==> config.mk <==
export PLATFORM = sky130hd
export DESIGN_NAME = segway_sequencer
export DESIGN_NICKNAME = d
export VERILOG_FILES = /design/src/rtl/segway_pkg.sv /design/src/rtl/segway_sequencer_sat_cntr.sv /design/src/rtl/segway_sequencer.sv
export SDC_FILE = /design/constraint.sdc
export NUM_CORES = 1
export LEC_CHECK = 0
export CORE_ASPECT_RATIO = 2
export CORE_UTILIZATION = 56
export CTS_CLUSTER_SIZE = 28
export DETAILED_ROUTE_END_ITERATION = 16
export GPL_TIMING_DRIVEN = 1
export PLACE_DENSITY = 0.86
export SLEW_MARGIN = 20
export SYNTH_ARGS = -nofsm -noshare
export SYNTH_HDL_FRONTEND = slang
export SYNTH_SLANG_ARGS = --single-unit
==> constraint.sdc <==
create_clock -name clk -period 2.1 [get_ports clk]
set_clock_uncertainty 0.15 [all_clocks]
set_input_delay 0.525 -clock clk [delete_from_list [all_inputs] [get_ports clk]]
set_output_delay 0.525 -clock clk [all_outputs]
set_load 0.005 [all_outputs]
==> src/rtl/segway_pkg.sv <==
// Shared state encoding and default timing constants for the segway power sequencer.
package segway_pkg;

    typedef enum logic [1:0] {
        ST_IDLE  = 2'd0,
        ST_RAMP  = 2'd1,
        ST_RUN   = 2'd2,
        ST_FAULT = 2'd3
    } seg_state_e;

    localparam int SS_PRESC_DEF  = 4;
    localparam int STEER_DLY_DEF = 16;
    localparam int FAST_LIM_DEF  = 4;

    localparam logic [7:0] SS_TMR_MAX = 8'hFF;

    // Bits needed to hold a counter that saturates at max_val.
    function automatic int cntr_width(input int max_val);
        return (max_val < 1) ? 1 : $clog2(max_val + 1);
    endfunction

endpackage

==> src/rtl/segway_sequencer_sat_cntr.sv <==
// Saturating up-counter with synchronous clear; clear has priority over increment.
module sat_cntr #(
    parameter int W = 4
) (
    input  logic         clk,
    input  logic         rst_n,
    input  logic         inc,
    input  logic         clr,
    input  logic [W-1:0] sat_max,
    output logic [W-1:0] cnt
);

    localparam logic [W-1:0] ONE = W'(1);

    logic [W-1:0] r_cnt;

    // NOTE: flops are written with <= so every register in the design samples pre-edge values.
    always_ff @(posedge clk or negedge rst_n) begin
        if (!rst_n) begin
            r_cnt <= '0;
        end else if (clr) begin
            r_cnt <= '0;
        end else if (inc && (r_cnt < sat_max)) begin
            r_cnt <= r_cnt + ONE;
        end
    end

    assign cnt = r_cnt;

endmodule

==> src/rtl/segway_sequencer.sv <==
// Segway power sequencer: soft-start ramp, delayed steering enable and latched overspeed shutdown.
module segway_sequencer
    import segway_pkg::*;
#(
    parameter int SS_PRESC  = SS_PRESC_DEF,
    parameter int STEER_DLY = STEER_DLY_DEF,
    parameter int FAST_LIM  = FAST_LIM_DEF
) (
    input  logic       clk,
    input  logic       rst_n,
    input  logic       pwr_req,
    input  logic       rider_on,
    input  logic       steer_ok,
    input  logic       vld,
    input  logic       too_fast,
    output logic       pwr_up,
    output logic [7:0] ss_tmr,
    output logic       en_steer,
    output logic       fault
);

    localparam int STEER_W = cntr_width(STEER_DLY);
    localparam int FAST_W  = cntr_width(FAST_LIM);

    localparam logic [STEER_W-1:0]  STEER_MAX = STEER_W'(STEER_DLY);
    localparam logic [STEER_W-1:0]  STEER_THR = STEER_W'(STEER_DLY - 1);
    localparam logic [FAST_W-1:0]   FAST_MAX  = FAST_W'(FAST_LIM);
    localparam logic [FAST_W-1:0]   FAST_THR  = FAST_W'(FAST_LIM - 1);
    localparam logic [SS_PRESC-1:0] PRESC_ONE = SS_PRESC'(1);

    seg_state_e          r_state;
    logic [SS_PRESC-1:0] r_presc;
    logic [7:0]          r_ss_tmr;
    logic                r_pwr_up;
    logic                r_en_steer;
    logic                r_fault;

    logic [STEER_W-1:0]  w_steer_cnt;
    logic [FAST_W-1:0]   w_fast_cnt;
    logic                w_in_run;
    logic                w_pwr_down;
    logic                w_fast_hit;
    logic                w_leave_run;
    logic                w_steer_inc;
    logic                w_steer_clr;
    logic                w_steer_hit;
    logic                w_fast_inc;
    logic                w_fast_clr;

    assign w_in_run    = (r_state == ST_RUN);
    assign w_pwr_down  = !pwr_req || !rider_on;
    // Hit fires on the sample that would bring the count to its limit, so the fault lands on that edge.
    assign w_fast_hit  = w_in_run && vld && too_fast && (w_fast_cnt >= FAST_THR);
    assign w_leave_run = w_in_run && (w_pwr_down || w_fast_hit);

    // Counters only move in RUN and are held clear everywhere else, which covers every state change.
    assign w_steer_inc = w_in_run && steer_ok;
    assign w_steer_clr = !w_in_run || w_leave_run || !steer_ok;
    assign w_steer_hit = w_steer_inc && (w_steer_cnt >= STEER_THR);
    assign w_fast_inc  = w_in_run && vld && too_fast;
    assign w_fast_clr  = !w_in_run || w_leave_run || (vld && !too_fast);

    sat_cntr #(.W(STEER_W)) u_steer_cntr (
        .clk     (clk),
        .rst_n   (rst_n),
        .inc     (w_steer_inc),
        .clr     (w_steer_clr),
        .sat_max (STEER_MAX),
        .cnt     (w_steer_cnt)
    );

    sat_cntr #(.W(FAST_W)) u_fast_cntr (
        .clk     (clk),
        .rst_n   (rst_n),
        .inc     (w_fast_inc),
        .clr     (w_fast_clr),
        .sat_max (FAST_MAX),
        .cnt     (w_fast_cnt)
    );

    always_ff @(posedge clk or negedge rst_n) begin
        if (!rst_n) begin
            r_state    <= ST_IDLE;
            r_presc    <= '0;
            r_ss_tmr   <= '0;
            r_pwr_up   <= 1'b0;
            r_en_steer <= 1'b0;
            r_fault    <= 1'b0;
        end else begin
            case (r_state)
                ST_IDLE: begin
                    r_presc    <= '0;
                    r_ss_tmr   <= '0;
                    r_en_steer <= 1'b0;
                    r_fault    <= 1'b0;
                    if (pwr_req && rider_on) begin
                        r_state  <= ST_RAMP;
                        r_pwr_up <= 1'b1;
                    end
                end

                ST_RAMP: begin
                    if (w_pwr_down) begin
                        r_state  <= ST_IDLE;
                        r_pwr_up <= 1'b0;
                        r_presc  <= '0;
                        r_ss_tmr <= '0;
                    end else begin
                        r_presc <= r_presc + PRESC_ONE;
                        if (r_ss_tmr == SS_TMR_MAX) begin
                            r_state <= ST_RUN;
                        end else if (&r_presc) begin
                            r_ss_tmr <= r_ss_tmr + 8'd1;
                            if (r_ss_tmr == (SS_TMR_MAX - 8'd1)) begin
                                r_state <= ST_RUN;
                            end
                        end
                    end
                end

                ST_RUN: begin
                    // Losing power or rider outranks an overspeed hit in the same cycle.
                    if (w_pwr_down) begin
                        r_state    <= ST_IDLE;
                        r_pwr_up   <= 1'b0;
                        r_presc    <= '0;
                        r_ss_tmr   <= '0;
                        r_en_steer <= 1'b0;
                    end else if (w_fast_hit) begin
                        r_state    <= ST_FAULT;
                        r_pwr_up   <= 1'b0;
                        r_presc    <= '0;
                        r_ss_tmr   <= '0;
                        r_en_steer <= 1'b0;
                        r_fault    <= 1'b1;
                    end else begin
                        r_ss_tmr   <= SS_TMR_MAX;
                        r_en_steer <= w_steer_hit;
                    end
                end

                ST_FAULT: begin
                    if (!pwr_req) begin
                        r_state <= ST_IDLE;
                        r_fault <= 1'b0;
                    end
                end

                default: begin
                    r_state <= ST_IDLE;
                end
            endcase
        end
    end

    assign pwr_up   = r_pwr_up;
    assign ss_tmr   = r_ss_tmr;
    assign en_steer = r_en_steer;
    assign fault    = r_fault;

endmodule
==> impl_metrics.env, run 1 <==
export IMPL_cts_buffers=3
export IMPL_gp_congestion=0.8690
export IMPL_power_density_nw_per_um2=788.8
export IMPL_vias_per_cell=6.200
export IMPL_regArea_um2=625.6
export IMPL_required_ns=1.42
export IMPL_clockBufferDepth=2
export IMPL_slowest_delay_ns=0.56
export IMPL_cp_max_fo=8
export IMPL_ys_flop_type="dfrtp_1"
export IMPL_stdcell_area_um2=1992
export IMPL_end_kind="output pin"
export IMPL_grt_overflow=0
export IMPL_synthToLayoutAreaGrowth_pct=22.27
export IMPL_r2r_start="r_state[0]"
export IMPL_htree_levels=1
export IMPL_crit_slowest_cell="clkdlybuf4s50_1"
export IMPL_drive_above_1_share_pct=17.86
export IMPL_fmax_mhz=496.1
export IMPL_antenna_found_initial=0
export IMPL_syn_area_per_cell_um2=9.994
export IMPL_hold_path_class="flip-flop to flip-flop"
export IMPL_fin_crit_ns=2.016
export IMPL_wire_per_inst_um=16.26
export IMPL_syn_nets=182
export IMPL_pin_count=18
export IMPL_root_buffer="clkbuf_8"
export IMPL_wirelength_um=3659
export IMPL_dp_hpwl_um=2778
export IMPL_grt_pass1_wl_um=5982
export IMPL_synth_cell_type_count=52
export IMPL_crit_family="buffers and inverters"
export IMPL_syn_area_um2=1629
export IMPL_grt_pass1_vias=1374
export IMPL_seq_area_frac_synth_pct=38.40
export IMPL_outcome="completed"
export IMPL_drtPass1Iterations=4
export IMPL_io_buffers=17
export IMPL_synth_seq_cells=25
export IMPL_rsz0062_at_grt="false"
export IMPL_hp_start="en_steer"
export IMPL_r2r_end="pwr_up"
export IMPL_fillers=213
export IMPL_grt_util_all_layers_pct=27.00
export IMPL_cts_reportedPaths_clkPinSlew_ns=0.09
export IMPL_cts_tree="yes"
export IMPL_multi_input_area_um2=929.6
export IMPL_dieArea_um2=3142
export IMPL_path_buf_inv=1
export IMPL_start_util_pct=58.81
export IMPL_whs_path_depth=2
export IMPL_period_share_pct=95.99
export IMPL_holdPathEnd="en_steer"
export IMPL_syn_instance_count=163
export IMPL_grt_max_degree=26
export IMPL_crit_type="flip-flop to output pin"
export IMPL_setup_worst_path_start_class="flip-flop"
export IMPL_utilization_pct=71.91
export IMPL_cp_arrival_ns=1.34
export IMPL_synth_edf_count=0
export IMPL_insertion_delay_ns=0.27
export IMPL_synth_async_sr_flop_share_pct=100.0
export IMPL_die_h_um=78.28
export IMPL_place_area_um2=1912
export IMPL_path_cells="clkdlybuf4s50_1"
export IMPL_n_antenna_cell=0
export IMPL_cts_sinks=25
export IMPL_drv_cap=0
export IMPL_nets=216
export IMPL_drt_first_iter_violations=68
export IMPL_drv_slew=0
export IMPL_num_rows=27
export IMPL_core_um2=2770
export IMPL_vdd_drop_max_mv=0.9125
export IMPL_p_leak_nw=0.8347
export IMPL_num_vias=1395
export IMPL_ant_nets=0
export IMPL_die_w_um=40.14
export IMPL_hold_viol_final=0
export IMPL_rrSetupSlack_ns=0.11
export IMPL_r2r_worst_path_cells=7
export IMPL_yosys_warnings=0
export IMPL_drc_errors=0
export IMPL_setup_viol=0
export IMPL_relSlewSlack_pct=77.00
export IMPL_worstMarginPinSlew_ns=0.3443
==> through the flow <==
stage	hold slack, ns	worst slack [ns]	instances	total power [mW]	setup TNS (ns)
global route	0.3778	0.002598	225	1.652	0
finish	0.3499	0.08430	225	1.571	0
CTS	0.3543	0.02734	223	1.551	0
global placement	0.3241	-0.1032	219	1.232	-0.6701
floorplan	0.07941	0.2320	163	1.039	0
detailed placement	0.3296	-0.1861	219	1.256	-2.222
==> what timing repair did <==
item	CTS	global route
hold buffers	0	0
resized for setup	0	3
setup endpoints to repair	0	11
setup buffers	0	2
==> tightest hold or removal path: stages, from the launching register on <==
cell	delay (ns)
dfrtp_1	0.36
nand2_1	0.05
o21ai_0	0.06
==> synthesized netlist by cell type (3+ instances only) <==
| cell | number | area [um^2] |
|---|---|---|
| a211oi_1 | 3 | 22.52 |
| a21oi_1 | 7 | 35.03 |
| buf_6 | 4 | 45.04 |
| dfrtp_1 | 25 | 625.6 |
| ha_1 | 12 | 150.1 |
| inv_1 | 12 | 45.04 |
| mux2i_1 | 4 | 40.04 |
| nand2_1 | 9 | 33.78 |
| nand3_1 | 5 | 25.02 |
| nand4_1 | 4 | 25.02 |
| nor2_1 | 17 | 63.81 |
| o21ai_0 | 5 | 25.02 |
| o21ai_1 | 3 | 15.01 |
| o22ai_1 | 4 | 25.02 |
| o2bb2ai_1 | 3 | 26.28 |
| o31ai_1 | 3 | 22.52 |
==> state kept, by name (all words and copies together) (netlist names) <==
| signal | count |
|---|---|
| fault | 1 |
| pwr_up | 1 |
| u_fast_cntr.cnt | 3 |
| ss_tmr | 8 |
| u_steer_cntr.cnt | 5 |
| r_state | 2 |
| r_presc | 4 |
| en_steer | 1 |
==> placed cells by master (no fill, tap or decap), types with 2 or more instances in the layout <==
cell             instances
ha_1                    11
inv_1                   12
nor2_1                  17
o21ai_0                  5
nand3_1                  5
o31ai_1                  3
clkdlybuf4s50_1         17
nand2_1                  9
clkbuf_8                 3
mux2i_1                  4
o22ai_1                  4
nor4_1                   2
nor3_1                   2
a21oi_1                  7
xnor2_1                  2
o21ai_1                  3
a31oi_1                  2
and3_1                   2
o2bb2ai_1                3
a211oi_1                 3
nand4_1                  4
xor2_1                   2
buf_4                   16
a221o_1                  2
dfrtp_1                 25
==> kinds of logic (layout without fill, tap and decap cells) <==
| kind of cell | after synthesis | in the layout | synth area share (%) |
|---|---|---|---|
| AO/OA/AOI/OAI | 46 | 46 | 22.35 |
| XOR/XNOR | 4 | 4 | 2.151 |
| adder cells (fa/ha/maj) | 12 | 12 | 9.216 |
| buffers and inverters | 17 | 50 | 5.760 |
| flip-flops | 25 | 25 | 38.40 |
| multiplexers | 6 | 6 | 3.840 |
| AND/OR/NAND/NOR | 53 | 53 | 18.28 |
==> where the power goes <==
group,internal [mW],total [mW],leakage [nW],switching (mW)
registers,0.526,0.574,0.344,0.0480
logic,0.333,0.702,0.468,0.369
clock network,0.136,0.295,0.0228,0.159
total,0.995,1.57,0.835,0.576
==> metal layers <==
metal / wire length (um) / part of all wire [%] / track usage [%] / up-vias
met1: 1377 / 38 / 31.52 / 677
li1: - / - / - / 669
met4: 122 / 3.3 / 13.10 / 0
met3: 123 / 3.4 / 2.542 / 11
met5: 0 / 0 / 0 / -
met2: 2036 / 56 / 45.48 / 38
==> area by class of cell <==
cell class | count | share of cell area [%]
inverters | 12 | 2.261
multi-input cells | 121 | 46.67
well taps | 29 | 1.822
flip-flops and latches | 25 | 31.41
repair buffers | 34 | 15.58
clock buffers | 4 | 2.261
==> worst max-delay path by stage <==
| stage | start | cells past startpoint | to |
|---|---|---|---|
| after CTS | r_state[0] | 6 | r_state[1] |
| after global routing | pwr_req | 6 | pwr_up |
| after global placement | pwr_req | 5 | r_state[1] |
| after detailed placement | pwr_req | 5 | r_state[1] |
| after floorplan | u_fast_cntr.cnt[0] | 6 | r_state[1] |
| final | ss_tmr[4] | 1 | ss_tmr[4] |
Note: power is estimated with default switching activity, not from simulation.
==> run 2: changes to the inputs <==
- CORE_UTILIZATION: 56 -> 38
- PLACE_DENSITY: 0.86 -> 0.65
==> run 2 against run 1 <==
Clock-buffer cell count fell by 1. Fmax increased by 0.57%. Combinational power is 4.7% lower. Setup slack better by 0.011 ns.
==> impl_metrics.env, run 2 (synthesized netlist as in run 1, its figures left out) <==
export IMPL_outcome="completed"
export IMPL_cts_buffers=3
export IMPL_crit_type="flip-flop to output pin"
export IMPL_fmax_mhz=498.9
export IMPL_seq_power_share_pct=37.2
export IMPL_p_leak_nw=0.8464
export IMPL_drv_cap=0
export IMPL_htree_levels=1
export IMPL_gp_congestion=0.9651
export IMPL_required_ns=1.42
export IMPL_core_um2=4088
export IMPL_pin_count=18
export IMPL_final_common_cell="dfrtp_1"
export IMPL_period_share_pct=95.44
export IMPL_io_buffers=17
export IMPL_power_switching_uw=564.2
export IMPL_largest_reg_flops=8
export IMPL_cp_arrival_ns=1.33
export IMPL_hold_slack_ns=0.3546
export IMPL_p_comb_share_pct=43.3
export IMPL_drtPass1Iterations=5
export IMPL_vias_per_cell=5.552
export IMPL_grt_util_all_layers_pct=19.84
export IMPL_n_antenna_cell=0
export IMPL_die_w_um=48.30
export IMPL_num_vias=1377
export IMPL_hold_path_class="flip-flop to flip-flop"
export IMPL_path_cells="clkdlybuf4s50_1"
export IMPL_cts_hold_buf=0
export IMPL_drt_first_iter_violations=27
export IMPL_setup_viol=0
export IMPL_num_rows=33
export IMPL_path_buf_inv=1
export IMPL_cts_tree="yes"
export IMPL_cts_sinks=25
export IMPL_dieArea_um2=4568
export IMPL_setup_worst_path_start_class="flip-flop"
export IMPL_antenna_found_initial=0
export IMPL_root_buffer="clkbuf_8"
export IMPL_drive_above_1_share_pct=18.37
export IMPL_layout_common_cells="25 x dfrtp_1, 17 x nor2_1, 17 x buf_4, 16 x clkdlybuf4s50_1"
export IMPL_power_density_nw_per_um2=771.9
export IMPL_wire_per_inst_um=15.59
export IMPL_place_area_um2=1943
export IMPL_slowest_delay_ns=0.55
export IMPL_cp_max_fo=6
export IMPL_clockBufferDepth=2
export IMPL_p_clk_share_pct=19.5
export IMPL_drv_slew=0
export IMPL_worstMarginPinSlew_ns=0.3509
export IMPL_stdcell_area_um2=2002
export IMPL_nets=216
export IMPL_die_h_um=94.60
export IMPL_synthToLayoutAreaGrowth_pct=22.89
export IMPL_vdd_drop_max_mv=0.7116
export IMPL_end_kind="output pin"
export IMPL_crit_slowest_cell="clkdlybuf4s50_1"
export IMPL_utilization_pct=48.97
export IMPL_grt_overflow=0
export IMPL_fin_crit_ns=2.004
export IMPL_ant_nets=0
export IMPL_relSlewSlack_pct=76.60
export IMPL_crit_family="buffers and inverters"
export IMPL_dp_hpwl_um=2968
export IMPL_insertion_delay_ns=0.28
export IMPL_grt_pass1_wl_um=6589
export IMPL_cts_reportedPaths_clkPinSlew_ns=0.09
export IMPL_hold_viol_final=0
export IMPL_start_util_pct=39.85
export IMPL_swShare_pct=36.51
export IMPL_grt_pass1_vias=1483
export IMPL_internal_power_uw=981.1
export IMPL_grt_max_degree=26
export IMPL_rsz0062_at_grt="false"
export IMPL_drc_errors=0
export IMPL_wirelength_um=3867
[run 2: final cells by class]
class,count,area [um^2]
Clock buffer,3,41.29
Clock inverter,1,5.005
Fill cell,357,2086
Inverter,12,45.04
Multi-Input combinational cell,121,919.6
Sequential cell,25,625.6
Tap cell,52,65.06
Timing Repair Buffer,34,300.3
[run 2: path summary, 6_finish.rpt]
| check | from | end | slack, ns | cells after the start |
|---|---|---|---|---|
| worst max register to register | r_state[0] | r_presc[3] | 0.14 | 7 |
| worst min register to register | en_steer | en_steer | 0.35 | 2 |
| worst max-delay path | ss_tmr[2] | ss_tmr[2] | 0.1 | 1 |
| min in group asynchronous | rst_n | ss_tmr[5] | 0.46 | 2 |
| max in group asynchronous | rst_n | r_presc[3] | 1.09 | 2 |
| worst min-delay path | en_steer | en_steer | 0.35 | 2 |
[run 2: worst min-delay path, stage by stage, from the launching register on]
cell,delay (ns)
dfrtp_1,0.36
nand2_1,0.05
o21ai_0,0.06
[run 2: metal layers]
metal	track usage, %	wire length [um]	share of wire [%]	up-vias
met4	9.954	126	3.3	0
met5	0	0	0	-
met3	2.103	78	2.0	9
li1	-	-	-	667
met1	21.41	1449	37	667
met2	35.00	2213	57	34
[run 2: timing repair]
action / in CTS / in global routing
endpoints found under the setup margin: 0 / 7
buffers inserted: 0 / 0
resized for setup: 0 / 3
[run 2: through the flow]
step	power (mW)	setup TNS [ns]	cells	worst slack, ns
after floorplan	1.039	0	163	0.2320
after global placement	1.233	-1.023	244	-0.1117
after detailed placement	1.249	-2.065	244	-0.1674
after CTS	1.550	0	248	0.06211
after global routing	1.638	0	248	0.02232
final	1.545	0	248	0.09570
[run 2: power groups by stage]
stage | registers [mW] | logic, mW | clock network, mW
2_1_floorplan | 0.572 | 0.467 | 0
3_3_place_gp | 0.580 | 0.654 | 0
3_5_place_dp | 0.585 | 0.664 | 0
4_1_cts | 0.575 | 0.672 | 0.303
5_1_grt | 0.580 | 0.738 | 0.319
6_report | 0.575 | 0.669 | 0.301
